==> src/rtl/stream_to_1d_array_pkg.sv <==
// Shared sizing and column addressing for the stream-to-packed-vector path.
// Everything that needs the element width or the column count imports this package.
package stream_to_1d_array_pkg;

    localparam int BIT_WIDTH = 4;
    localparam int COLS      = 8;
    localparam int OUT_W     = COLS * BIT_WIDTH;
    localparam int CNT_W     = $clog2(COLS + 1);

    localparam logic [CNT_W-1:0] CNT_FULL = CNT_W'(COLS);

    function automatic int col_offset(input int i);
        return i * BIT_WIDTH;
    endfunction

endpackage

==> src/rtl/stream_to_1d_array_if.sv <==
// Element-in / packed-vector-out handshake bundle; slave is the converter's view.
// flush/out_cols exist only with STREAM_TO_1D_ARRAY_FLUSH_EN.
interface stream_to_1d_array_if
    import stream_to_1d_array_pkg::*;
();

    logic [BIT_WIDTH-1:0] in_data;
    logic                 in_valid;
    logic                 in_ready;
    logic [OUT_W-1:0]     out_data;
    logic                 out_valid;
    logic                 out_ready;
`ifdef STREAM_TO_1D_ARRAY_FLUSH_EN
    logic                 flush;
    logic [CNT_W-1:0]     out_cols;
`endif

    modport slave (
        input  in_data, in_valid, out_ready,
`ifdef STREAM_TO_1D_ARRAY_FLUSH_EN
        input  flush,
        output out_cols,
`endif
        output in_ready, out_data, out_valid
    );

    modport master (
        output in_data, in_valid, out_ready,
`ifdef STREAM_TO_1D_ARRAY_FLUSH_EN
        output flush,
        input  out_cols,
`endif
        input  in_ready, out_data, out_valid
    );

endinterface

==> src/rtl/stream_to_1d_array_column_insert.sv <==
// Purpose: writes one element into column i_idx of a packed vector.
// Latency: combinational. Backpressure: none; an out-of-range index leaves the vector unchanged.
module stream_to_1d_array_column_insert
    import stream_to_1d_array_pkg::*;
(
    input  logic [OUT_W-1:0]     i_vec,
    input  logic [CNT_W-1:0]     i_idx,
    input  logic [BIT_WIDTH-1:0] i_data,
    output logic [OUT_W-1:0]     o_vec
);

    always_comb begin
        o_vec = i_vec;
        for (int c = 0; c < COLS; c++) begin
            if (i_idx == CNT_W'(c)) begin
                o_vec[col_offset(c) +: BIT_WIDTH] = i_data;
            end
        end
    end

endmodule

==> src/rtl/stream_to_1d_array.sv <==
// Purpose: packs COLS stream elements into one vector (column 0 first); STREAM_TO_1D_ARRAY_FLUSH_EN adds early flush.
// Latency: out_valid rises the cycle after the last element is accepted.
// Backpressure: holds one finished vector behind the output register, then drops in_ready until a slot frees.
module stream_to_1d_array
    import stream_to_1d_array_pkg::*;
(
    input  logic                 clk,
    input  logic                 rst_n,
    stream_to_1d_array_if.slave  bus
);

    logic [CNT_W-1:0] r_cnt;
    logic [CNT_W-1:0] w_cnt_nxt;
    logic [CNT_W-1:0] w_cnt_acc;
    logic [OUT_W-1:0] r_fill_buf;
    logic [OUT_W-1:0] w_fill_nxt;
    logic [OUT_W-1:0] w_fill_acc;
    logic [OUT_W-1:0] w_merged;
    logic [OUT_W-1:0] r_out_buf;
    logic [OUT_W-1:0] w_out_buf_nxt;
    logic             r_out_valid;
    logic             w_out_valid_nxt;
    logic             w_accept;
    logic             w_slot_free;
    logic             w_complete;
`ifdef STREAM_TO_1D_ARRAY_FLUSH_EN
    logic [CNT_W-1:0] r_out_cols;
    logic [CNT_W-1:0] w_out_cols_nxt;
    logic [CNT_W-1:0] r_held_cols;
    logic [CNT_W-1:0] w_held_cols_nxt;
`endif

    assign bus.in_ready  = (r_cnt != CNT_FULL);
    assign bus.out_data  = r_out_buf;
    assign bus.out_valid = r_out_valid;
`ifdef STREAM_TO_1D_ARRAY_FLUSH_EN
    assign bus.out_cols  = r_out_cols;
`endif

    assign w_accept    = bus.in_valid && bus.in_ready;
    assign w_slot_free = !r_out_valid || bus.out_ready;
    assign w_cnt_acc   = w_accept ? (r_cnt + CNT_W'(1)) : r_cnt;
    assign w_fill_acc  = w_accept ? w_merged : r_fill_buf;

    // A held vector (cnt == COLS) never accepts, so idx == COLS matches no column.
    stream_to_1d_array_column_insert u_column_insert (
        .i_vec  (r_fill_buf),
        .i_idx  (r_cnt),
        .i_data (bus.in_data),
        .o_vec  (w_merged)
    );

`ifdef STREAM_TO_1D_ARRAY_FLUSH_EN
    assign w_complete = (w_cnt_acc == CNT_FULL) ||
                        (bus.flush && (w_cnt_acc != '0) && (w_cnt_acc != CNT_FULL));
`else
    assign w_complete = (w_cnt_acc == CNT_FULL);
`endif

    always_comb begin
        w_cnt_nxt       = w_cnt_acc;
        w_fill_nxt      = w_fill_acc;
        w_out_buf_nxt   = r_out_buf;
        w_out_valid_nxt = r_out_valid && !bus.out_ready;
`ifdef STREAM_TO_1D_ARRAY_FLUSH_EN
        w_out_cols_nxt  = r_out_cols;
        w_held_cols_nxt = r_held_cols;
`endif
        if (r_cnt == CNT_FULL) begin
            if (w_slot_free) begin
                w_out_buf_nxt   = r_fill_buf;
                w_out_valid_nxt = 1'b1;
                w_fill_nxt      = '0;
                w_cnt_nxt       = '0;
`ifdef STREAM_TO_1D_ARRAY_FLUSH_EN
                w_out_cols_nxt  = r_held_cols;
`endif
            end
        end else if (w_complete) begin
            if (w_slot_free) begin
                w_out_buf_nxt   = w_fill_acc;
                w_out_valid_nxt = 1'b1;
                w_fill_nxt      = '0;
                w_cnt_nxt       = '0;
`ifdef STREAM_TO_1D_ARRAY_FLUSH_EN
                w_out_cols_nxt  = w_cnt_acc;
`endif
            end else begin
                // Park in the held state; a short flushed vector remembers its real width.
                w_cnt_nxt       = CNT_FULL;
`ifdef STREAM_TO_1D_ARRAY_FLUSH_EN
                w_held_cols_nxt = w_cnt_acc;
`endif
            end
        end
    end

    always_ff @(posedge clk or negedge rst_n) begin
        if (!rst_n) begin
            r_cnt       <= '0;
            r_fill_buf  <= '0;
            r_out_buf   <= '0;
            r_out_valid <= 1'b0;
`ifdef STREAM_TO_1D_ARRAY_FLUSH_EN
            r_out_cols  <= '0;
            r_held_cols <= '0;
`endif
        end else begin
            r_cnt       <= w_cnt_nxt;
            r_fill_buf  <= w_fill_nxt;
            r_out_buf   <= w_out_buf_nxt;
            r_out_valid <= w_out_valid_nxt;
`ifdef STREAM_TO_1D_ARRAY_FLUSH_EN
            r_out_cols  <= w_out_cols_nxt;
            r_held_cols <= w_held_cols_nxt;
`endif
        end
    end

endmodule

==> src/flat_wrapper.sv <==
// flat-port wrapper written by rule: the top's interface ports become plain ports
module stream_to_1d_array_flat import stream_to_1d_array_pkg::*;
  (clk, rst_n, bus_in_data, bus_in_valid, bus_out_ready, bus_in_ready, bus_out_data, bus_out_valid);
  stream_to_1d_array_if bus_i ();
  input  logic clk;
  input  logic rst_n;
  input wire logic [$bits(bus_i.in_data)-1:0] bus_in_data;
  input wire logic [$bits(bus_i.in_valid)-1:0] bus_in_valid;
  input wire logic [$bits(bus_i.out_ready)-1:0] bus_out_ready;
  output wire logic [$bits(bus_i.in_ready)-1:0] bus_in_ready;
  output wire logic [$bits(bus_i.out_data)-1:0] bus_out_data;
  output wire logic [$bits(bus_i.out_valid)-1:0] bus_out_valid;
  assign bus_i.in_data = bus_in_data;
  assign bus_i.in_valid = bus_in_valid;
  assign bus_i.out_ready = bus_out_ready;
  assign bus_in_ready = bus_i.in_ready;
  assign bus_out_data = bus_i.out_data;
  assign bus_out_valid = bus_i.out_valid;
  stream_to_1d_array u_core (.clk(clk), .rst_n(rst_n), .bus(bus_i));
endmodule
==> config.mk <==
export PLATFORM = sky130hd
export DESIGN_NAME = stream_to_1d_array_flat
export DESIGN_NICKNAME = d
export VERILOG_FILES = /design/src/rtl/stream_to_1d_array_pkg.sv /design/src/rtl/stream_to_1d_array_if.sv /design/src/rtl/stream_to_1d_array_column_insert.sv /design/src/rtl/stream_to_1d_array.sv /design/src/flat_wrapper.sv
export SDC_FILE = /design/constraint.sdc
export NUM_CORES = 1
export LEC_CHECK = 0
export CAP_MARGIN = 0
export CORE_ASPECT_RATIO = 2
export CORE_MARGIN = 4
export CORE_UTILIZATION = 55
export CTS_CLUSTER_DIAMETER = 40
export DETAILED_ROUTE_END_ITERATION = 10
export PLACE_DENSITY = 0.89
export SLEW_MARGIN = 20
export SYNTH_ARGS = -nofsm -noshare
export SYNTH_HDL_FRONTEND = slang
export SYNTH_HIERARCHICAL = 1
export SYNTH_SLANG_ARGS = --single-unit
==> constraint.sdc <==
create_clock -name clk -period 3.2 [get_ports clk]
set_input_delay 0.48 -clock clk [delete_from_list [all_inputs] [get_ports clk]]
set_output_delay 0.48 -clock clk [all_outputs]
set_load 0.01 [all_outputs]
==> impl_metrics.prom, run 1 <==
# TYPE chip_impl_metric gauge
chip_impl_info{name="cts_root_cell",value="clkbuf_16"} 1
chip_impl_metric{name="number_of_antenna_violations_at_the_first_check_in_global_routing",unit=""} 0
chip_impl_metric{name="global_route.usage.total",unit="%"} 19.19
chip_impl_metric{name="yosys.cell_types.count",unit=""} 34
chip_impl_metric{name="cts_hold_repair.buffers",unit=""} 0
chip_impl_metric{name="place.detailed.instances",unit=""} 374
chip_impl_metric{name="grt_max_degree",unit=""} 70
chip_impl_metric{name="report.final.setup_viol",unit=""} 0
chip_impl_info{name="setup_repair_after_global_routing_missed_its_margin",value="no"} 1
chip_impl_metric{name="worst-slew-pin-transition",unit="ns"} 0.8664
chip_impl_info{name="criticalPathCategory",value="reg2reg"} 1
chip_impl_info{name="synth_top_cells_by_count",value="dfrtp_1 (69), mux2i_1 (64), inv_1 (34), nor2_1 (33), mux2_2 (32)"} 1
chip_impl_metric{name="final_antenna_net_count",unit=""} 0
chip_impl_metric{name="yosysSeqAreaShare",unit="%"} 50.98
chip_impl_metric{name="total_via_count_in_the_routed_design",unit=""} 2171
chip_impl_metric{name="post_synthesis_cells",unit=""} 276
chip_impl_metric{name="placement_rows",unit=""} 40
chip_impl_info{name="cp-start-kind",value="flop"} 1
chip_impl_metric{name="area_of_the_core_region",unit="mm^2"} 0.006006
chip_impl_metric{name="synth-edff-count",unit=""} 0
chip_impl_metric{name="yosysWarningCount",unit=""} 6
chip_impl_metric{name="globalRouteOverflowTotal",unit=""} 0
chip_impl_metric{name="global_route_wire_length_before_repair",unit="mm"} 11.34
chip_impl_metric{name="ios",unit=""} 42
chip_impl_metric{name="post_drt_wl_per_cell",unit="um"} 16.96
chip_impl_info{name="ys_top_cells_by_area",value="dfrtp_1 (51%), mux2i_1 (19%), mux2_2 (11%)"} 1
chip_impl_metric{name="p_leak",unit="uW"} 0.001939
chip_impl_metric{name="final_net_count",unit=""} 332
chip_impl_metric{name="via_density",unit=""} 5.595
chip_impl_metric{name="effective_utilization_at_floorplan",unit="%"} 56.40
chip_impl_metric{name="ys_ff_latch",unit=""} 69
chip_impl_info{name="critPathCaptureType",value="flop"} 1
chip_impl_metric{name="syn_std_cell_area",unit="mm^2"} 0.003387
chip_impl_info{name="synth_most_common_cell",value="dfrtp_1"} 1
chip_impl_metric{name="final-hold-violation-count",unit=""} 0
chip_impl_metric{name="cts_setup_buffers",unit=""} 0
chip_impl_metric{name="cts_max_path_buffers",unit=""} 2
chip_impl_metric{name="clk_transition_reported_paths",unit="ns"} 0.05
chip_impl_metric{name="skew",unit="ns"} 0.002995
chip_impl_metric{name="layout-area-overhead-vs-synth",unit="%"} 21.50
chip_impl_metric{name="syn_avg_cell_area",unit="um^2"} 12.27
chip_impl_metric{name="cts.htree.levels",unit=""} 3
chip_impl_info{name="synth.largest_area_cell",value="dfrtp_1"} 1
chip_impl_metric{name="finish.cell_count_without_fillers",unit=""} 388
chip_impl_metric{name="setup_ws",unit="ns"} 0.6218
chip_impl_metric{name="period_share",unit="%"} 80.57
chip_impl_info{name="min_delay_path_class",value="in2async"} 1
chip_impl_metric{name="path_max_fanout",unit=""} 19
chip_impl_metric{name="die_y",unit="um"} 119.0
chip_impl_metric{name="dp.final_hpwl",unit="mm"} 4.228
chip_impl_info{name="cts_tree",value="built"} 1
chip_impl_metric{name="post-route-drc-count",unit=""} 0
chip_impl_metric{name="power_density",unit="mW/mm^2"} 991.7
chip_impl_metric{name="first_global_vias",unit=""} 2392
chip_impl_metric{name="cts.sinks",unit=""} 69
chip_impl_metric{name="layout-drive-gt1-share",unit="%"} 18.46
chip_impl_metric{name="critical_path_required",unit="ns"} 3.40
chip_impl_metric{name="timing.final.crit_period",unit="ns"} 2.578
chip_impl_metric{name="cap_violations",unit=""} 0
chip_impl_metric{name="worst_ir_drop_vdd",unit="uV"} 529.3
chip_impl_metric{name="critPathArrivalTime",unit="ns"} 2.77
chip_impl_metric{name="postSynth.asyncResetShare",unit="%"} 100.0
chip_impl_metric{name="n_fill_cell",unit=""} 429
chip_impl_metric{name="later_pin_clock_latency_in_the_skew_report",unit="ns"} 0.33
chip_impl_metric{name="postCtsResizedCells",unit=""} 0
chip_impl_metric{name="finalWeightedCongestion",unit=""} 0.7754
chip_impl_metric{name="clock_buffer_count_from_cts",unit=""} 9
chip_impl_metric{name="netlist.area_leader.share",unit="%"} 50.98
chip_impl_metric{name="max-slew-margin-rel",unit="%"} 42.24
chip_impl_metric{name="post_synthesis_net_count",unit=""} 286
chip_impl_metric{name="buffers_on_ports",unit=""} 41
chip_impl_metric{name="drt-total-wl",unit="mm"} 6.581
chip_impl_metric{name="dp_worst_setup_slack",unit="ns"} 0.4856
chip_impl_metric{name="final.setup.tns",unit="ns"} 0
chip_impl_info{name="synth_ff_type",value="dfrtp_1"} 1
chip_impl_metric{name="timing.final.max_slew_violations",unit=""} 0
chip_impl_metric{name="drt_first_iter_violations",unit=""} 128
chip_impl_info{name="outcome",value="completed"} 1
chip_impl_metric{name="fmax",unit="GHz"} 0.3879
chip_impl_metric{name="detailedRoute.firstPassIterationCount",unit=""} 4
chip_impl_metric{name="antenna_cells_inserted",unit=""} 0
chip_impl_metric{name="fp.dieW",unit="um"} 63.49
chip_impl_metric{name="dieArea",unit="mm^2"} 0.007554
[routing by layer]
layer | global-route usage, % | vias to the layer above | wire (um)
met5 | 0 | - | 0
met4 | 8.254 | 0 | 119
met3 | 4.340 | 12 | 206
met2 | 32.81 | 47 | 3494
met1 | 22.73 | 1088 | 2760
li1 | - | 1024 | -
[cells by family (layout without fill, tap and decap cells)]
| family | after synthesis | in the layout | share of synthesized area, % |
|---|---|---|---|
| fa+ha+maj | 2 | 2 | 0.7387 |
| simple gates | 54 | 54 | 10.12 |
| flops | 69 | 69 | 50.98 |
| compound gates | 8 | 8 | 1.810 |
| buf+inv | 46 | 95 | 6.538 |
| xor+xnor | 1 | 1 | 0.2586 |
| mux | 96 | 96 | 29.55 |
[critical path: stages, from the launching register on]
cell      delay [ns]
dfrtp_1         0.58
nand3b_1        0.47
nand2_2         0.53
buf_4           0.41
mux2i_1         0.32
mux2i_1         0.12
[worst paths after layout]
kind	start	end	slack, ns	cells past startpoint
max	u_core/r_cnt[2]$_DFF_PN0_	u_core/bus.out_data[16]$_DFFE_PN0P_	0.62	5
min	rst_n	u_core/bus.out_data[16]$_DFFE_PN0P_	0.34	2
max reg2reg	u_core/r_cnt[2]$_DFF_PN0_	u_core/bus.out_data[16]$_DFFE_PN0P_	0.62	5
min reg2reg	u_core/bus.out_data[13]$_DFFE_PN0P_	u_core/bus.out_data[13]$_DFFE_PN0P_	0.52	2
max in group asynchronous	rst_n	u_core/bus.out_data[2]$_DFFE_PN0P_	2.28	2
min in group clk	u_core/bus.out_data[13]$_DFFE_PN0P_	u_core/bus.out_data[13]$_DFFE_PN0P_	0.52	2
[cells in the final DEF, fill, tap and decap left out, drive strengths merged, types with 2 or more instances in the layout]
| master | netlist | layout |
|---|---|---|
| dfrtp | 69 | 69 |
| buf | 11 | 7 |
| inv | 34 | 34 |
| clkbuf | 1 | 12 |
| ha | 2 | 2 |
| nand2 | 4 | 4 |
| nor4b | 4 | 4 |
| clkdlybuf4s50 | 0 | 40 |
| nor2 | 33 | 33 |
| mux2 | 32 | 32 |
| and4bb | 3 | 3 |
| o211ai | 2 | 2 |
| mux2i | 64 | 64 |
| clkinv | 0 | 2 |
[power by group]
group	switching, uW	internal, uW
logic	852	909
clock network	331	554
registers	204	1230
[through the flow]
| step | util [%] | hold slack, ns | cell area, um^2 | total power, uW |
|---|---|---|---|---|
| after floorplan | - | 0.1844 | 3387 | 2597 |
| after global placement | 64.08 | 0.5092 | 3849 | 3108 |
| after detailed placement | 64.08 | 0.5085 | 3849 | 3193 |
| after CTS | 68.52 | 0.3729 | 4115 | 4115 |
| after global routing | 68.52 | 0.4322 | 4115 | 4345 |
| final | 68.52 | 0.3360 | 4115 | 4081 |
[area by class of cell]
| class | count | area [um^2] | area share [%] |
|---|---|---|---|
| clock buffers | 12 | 256.5 | 6.233 |
| clock inverters | 2 | 10.01 | 0.2432 |
| inverters | 34 | 127.6 | 3.101 |
| multi-input cells | 161 | 1453 | 35.30 |
| flip-flops and latches | 69 | 1727 | 41.96 |
| well taps | 63 | 78.83 | 1.915 |
| repair buffers | 47 | 462.9 | 11.25 |
[registers in the layout, summed over array words and instances (netlist names)]
signal,cells
u_core/r_fill_buf,32
u_core/bus.out_valid,1
u_core/bus.out_data,32
u_core/r_cnt,4
Power figures use the tool's default switching activity.
==> run 2, diff against run 1 <==
==> constraint.sdc (replaced) <==
create_clock -name clk -period 2.5 [get_ports clk]
set_input_delay 0.375 -clock clk [delete_from_list [all_inputs] [get_ports clk]]
set_output_delay 0.375 -clock clk [all_outputs]
set_load 0.01 [all_outputs]
==> run 2 against run 1 <==
Against the previous run: non-clock buffer count rose by 3; sequential share of layout area shrank 0.42 points; hold slack worse by 0.29 ns; cell area grew 1.0%; clock power increased by 30%; final cell count up 1.3%; core utilization is 0.69 points higher; count of clock-buffer cells in the layout increased by 3; critical path type is now reg2out; largest cell class unchanged; highest routed layer unchanged.
==> impl_metrics.prom, run 2 (synthesis gave the netlist of run 1 again) <==
# TYPE chip_impl_metric gauge
chip_impl_info{name="outcome",value="completed"} 1
chip_impl_metric{name="finish.cell_count_without_fillers",unit=""} 393
chip_impl_info{name="cp-start-kind",value="flop"} 1
chip_impl_info{name="cts_tree",value="built"} 1
chip_impl_metric{name="path_max_fanout",unit=""} 10
chip_impl_metric{name="maximum_single_stage_delay_on_the_critical_path",unit="ns"} 0.60
chip_impl_metric{name="dieArea",unit="mm^2"} 0.007554
chip_impl_metric{name="post-route-drc-count",unit=""} 0
chip_impl_info{name="most_common_library_cell_in_the_layout_ignoring_fill_and_taps",value="dfrtp_1"} 1
chip_impl_metric{name="final_antenna_net_count",unit=""} 0
chip_impl_metric{name="n_fill_cell",unit=""} 431
chip_impl_info{name="cts_root_cell",value="clkbuf_16"} 1
chip_impl_metric{name="comb_power_share",unit="%"} 43.4
chip_impl_metric{name="globalRouteOverflowTotal",unit=""} 0
chip_impl_metric{name="buffers_on_ports",unit=""} 41
chip_impl_info{name="criticalPathCategory",value="reg2out"} 1
chip_impl_metric{name="sw_frac_of_total",unit="%"} 33.55
chip_impl_metric{name="cts.sinks",unit=""} 69
chip_impl_metric{name="layout-drive-gt1-share",unit="%"} 18.79
chip_impl_metric{name="area_of_the_core_region",unit="mm^2"} 0.006006
chip_impl_metric{name="worst_ir_drop_vdd",unit="uV"} 669.9
chip_impl_metric{name="layout-area-overhead-vs-synth",unit="%"} 22.72
chip_impl_metric{name="antenna_cells_inserted",unit=""} 0
chip_impl_metric{name="report.final.setup_viol",unit=""} 0
chip_impl_metric{name="final.setup.tns",unit="ns"} 0
chip_impl_metric{name="total_power",unit="uW"} 5237
chip_impl_metric{name="clk_transition_reported_paths",unit="ns"} 0.05
chip_impl_metric{name="cts_setup_buffers",unit=""} 0
chip_impl_metric{name="power_density",unit="mW/mm^2"} 1260
chip_impl_metric{name="placement_rows",unit=""} 40
chip_impl_metric{name="ios",unit=""} 42
chip_impl_metric{name="p_leak",unit="uW"} 0.001958
chip_impl_metric{name="multi_input_area",unit="mm^2"} 0.001453
chip_impl_metric{name="p_clk_share",unit="%"} 21.9
chip_impl_metric{name="detailedRoute.firstPassIterationCount",unit=""} 4
chip_impl_info{name="setup_repair_after_global_routing_missed_its_margin",value="no"} 1
chip_impl_metric{name="max-slew-margin-rel",unit="%"} 60.80
chip_impl_metric{name="place.detailed.instances",unit=""} 377
chip_impl_metric{name="skew",unit="ns"} 0.004331
chip_impl_metric{name="period_share",unit="%"} 90.44
chip_impl_metric{name="area.sequential",unit="mm^2"} 0.001727
chip_impl_metric{name="drt_first_iter_violations",unit=""} 113
chip_impl_metric{name="first_global_vias",unit=""} 2419
chip_impl_metric{name="internal_power",unit="uW"} 3480
chip_impl_info{name="min_delay_path_class",value="in2async"} 1
chip_impl_info{name="crit_path_top_delay_cell",value="dfrtp_1"} 1
chip_impl_metric{name="clock_buffer_count_from_cts",unit=""} 9
chip_impl_metric{name="finalWeightedCongestion",unit=""} 0.7905
chip_impl_metric{name="later_pin_clock_latency_in_the_skew_report",unit="ns"} 0.33
chip_impl_metric{name="cap_violations",unit=""} 0
chip_impl_info{name="critPathCaptureType",value="output port"} 1
chip_impl_metric{name="via_density",unit=""} 5.555
chip_impl_metric{name="final_core_utilization",unit="%"} 69.21
chip_impl_metric{name="total_via_count_in_the_routed_design",unit=""} 2183
chip_impl_metric{name="global_route_wire_length_before_repair",unit="mm"} 11.39
chip_impl_metric{name="fp.dieW",unit="um"} 63.49
chip_impl_metric{name="final_net_count",unit=""} 335
chip_impl_metric{name="fmax",unit="GHz"} 0.4423
chip_impl_metric{name="net-switching-power",unit="uW"} 1757
chip_impl_metric{name="holdWs",unit="ns"} 0.04763
chip_impl_metric{name="cts_hold_repair.buffers",unit=""} 0
chip_impl_metric{name="final-hold-violation-count",unit=""} 0
chip_impl_metric{name="timing.final.crit_period",unit="ns"} 2.261
chip_impl_info{name="timing.critical_path.cells",value="nand3b_1 -> clkdlybuf4s50_1"} 1
chip_impl_metric{name="postCtsResizedCells",unit=""} 0
chip_impl_metric{name="grt_max_degree",unit=""} 66
chip_impl_metric{name="die_y",unit="um"} 119.0
chip_impl_metric{name="cts_max_path_buffers",unit=""} 2
chip_impl_metric{name="pwr-share-seq",unit="%"} 34.6
chip_impl_info{name="final_cell_mix",value="dfrtp_1 (69), mux2i_1 (64), clkdlybuf4s50_1 (40)"} 1
chip_impl_metric{name="number_of_antenna_violations_at_the_first_check_in_global_routing",unit=""} 0
chip_impl_metric{name="worst-slew-pin-transition",unit="ns"} 0.5880
chip_impl_metric{name="effective_utilization_at_floorplan",unit="%"} 56.40
chip_impl_metric{name="dp.final_hpwl",unit="mm"} 4.245
chip_impl_metric{name="drt-total-wl",unit="mm"} 6.395
chip_impl_metric{name="critical_path_required",unit="ns"} 2.12
chip_impl_metric{name="cts.htree.levels",unit=""} 3
chip_impl_metric{name="global_route.usage.total",unit="%"} 19.22
chip_impl_metric{name="critPathArrivalTime",unit="ns"} 1.89
chip_impl_metric{name="timing.final.max_slew_violations",unit=""} 0
chip_impl_metric{name="post_drt_wl_per_cell",unit="um"} 16.27
run 2: area by class of cell:
type                       count  share of cell area, %
clock buffer                  15                  6.442
clock inverter                 1                 0.1204
inverter                      34                  3.070
multi-input combinational    161                  34.95
sequential                    69                  41.54
tap                           63                  1.896
timing repair buffer          50                  11.98
run 2: per-stage QoR:
| step | instance area (um^2) | setup WS (ns) |
|---|---|---|
| 6_report | 4156 | 0.2389 |
| 5_1_grt | 4156 | 0.1413 |
| 4_1_cts | 4156 | 0.2471 |
| 3_5_place_dp | 3884 | 0.05991 |
| 3_3_place_gp | 3884 | 0.1091 |
| 2_1_floorplan | 3387 | 0.2130 |
run 2: final timing paths:
kind | startpoint | slack [ns] | cells past startpoint | end
worst max-delay path | u_core/r_cnt[3]$_DFF_PN0_ | 0.24 | 2 | bus_in_ready
worst min-delay path | rst_n | 0.05 | 1 | u_core/bus.out_data[16]$_DFFE_PN0P_
worst max register to register | u_core/r_cnt[0]$_DFF_PN0_ | 0.30 | 6 | u_core/bus.out_data[20]$_DFFE_PN0P_
worst min register to register | u_core/bus.out_data[30]$_DFFE_PN0P_ | 0.52 | 2 | u_core/bus.out_data[30]$_DFFE_PN0P_
max in group asynchronous | rst_n | 1.56 | 2 | u_core/bus.out_data[24]$_DFFE_PN0P_
min in group clk | u_core/bus.out_data[30]$_DFFE_PN0P_ | 0.52 | 2 | u_core/bus.out_data[30]$_DFFE_PN0P_
run 2: worst max-delay path, delay by kind of cell, from the launching register on:
kind	cells	cell delay, ns
flops	1	0.60
buf+inv	1	0.59
simple gates	1	0.38
run 2: power groups by stage:
stage                     Clock (uW)  Combinational, uW  Sequential, uW
after floorplan                    0               1370            1960
after global placement             0               2190            1810
after detailed placement           0               2270            1830
after CTS                       1180               2290            1820
after global routing            1230               2500            1880
final                           1150               2270            1810
run 2: layer usage:
layer  share of wire [%]  global-route usage (%)  vias up
met5                   0                       0        -
met4                 2.2                   10.01        0
met3                 2.4                   4.151        8
met2                  53                   31.89       39
met1                  42                   23.03     1092
li1                    -                       -     1044
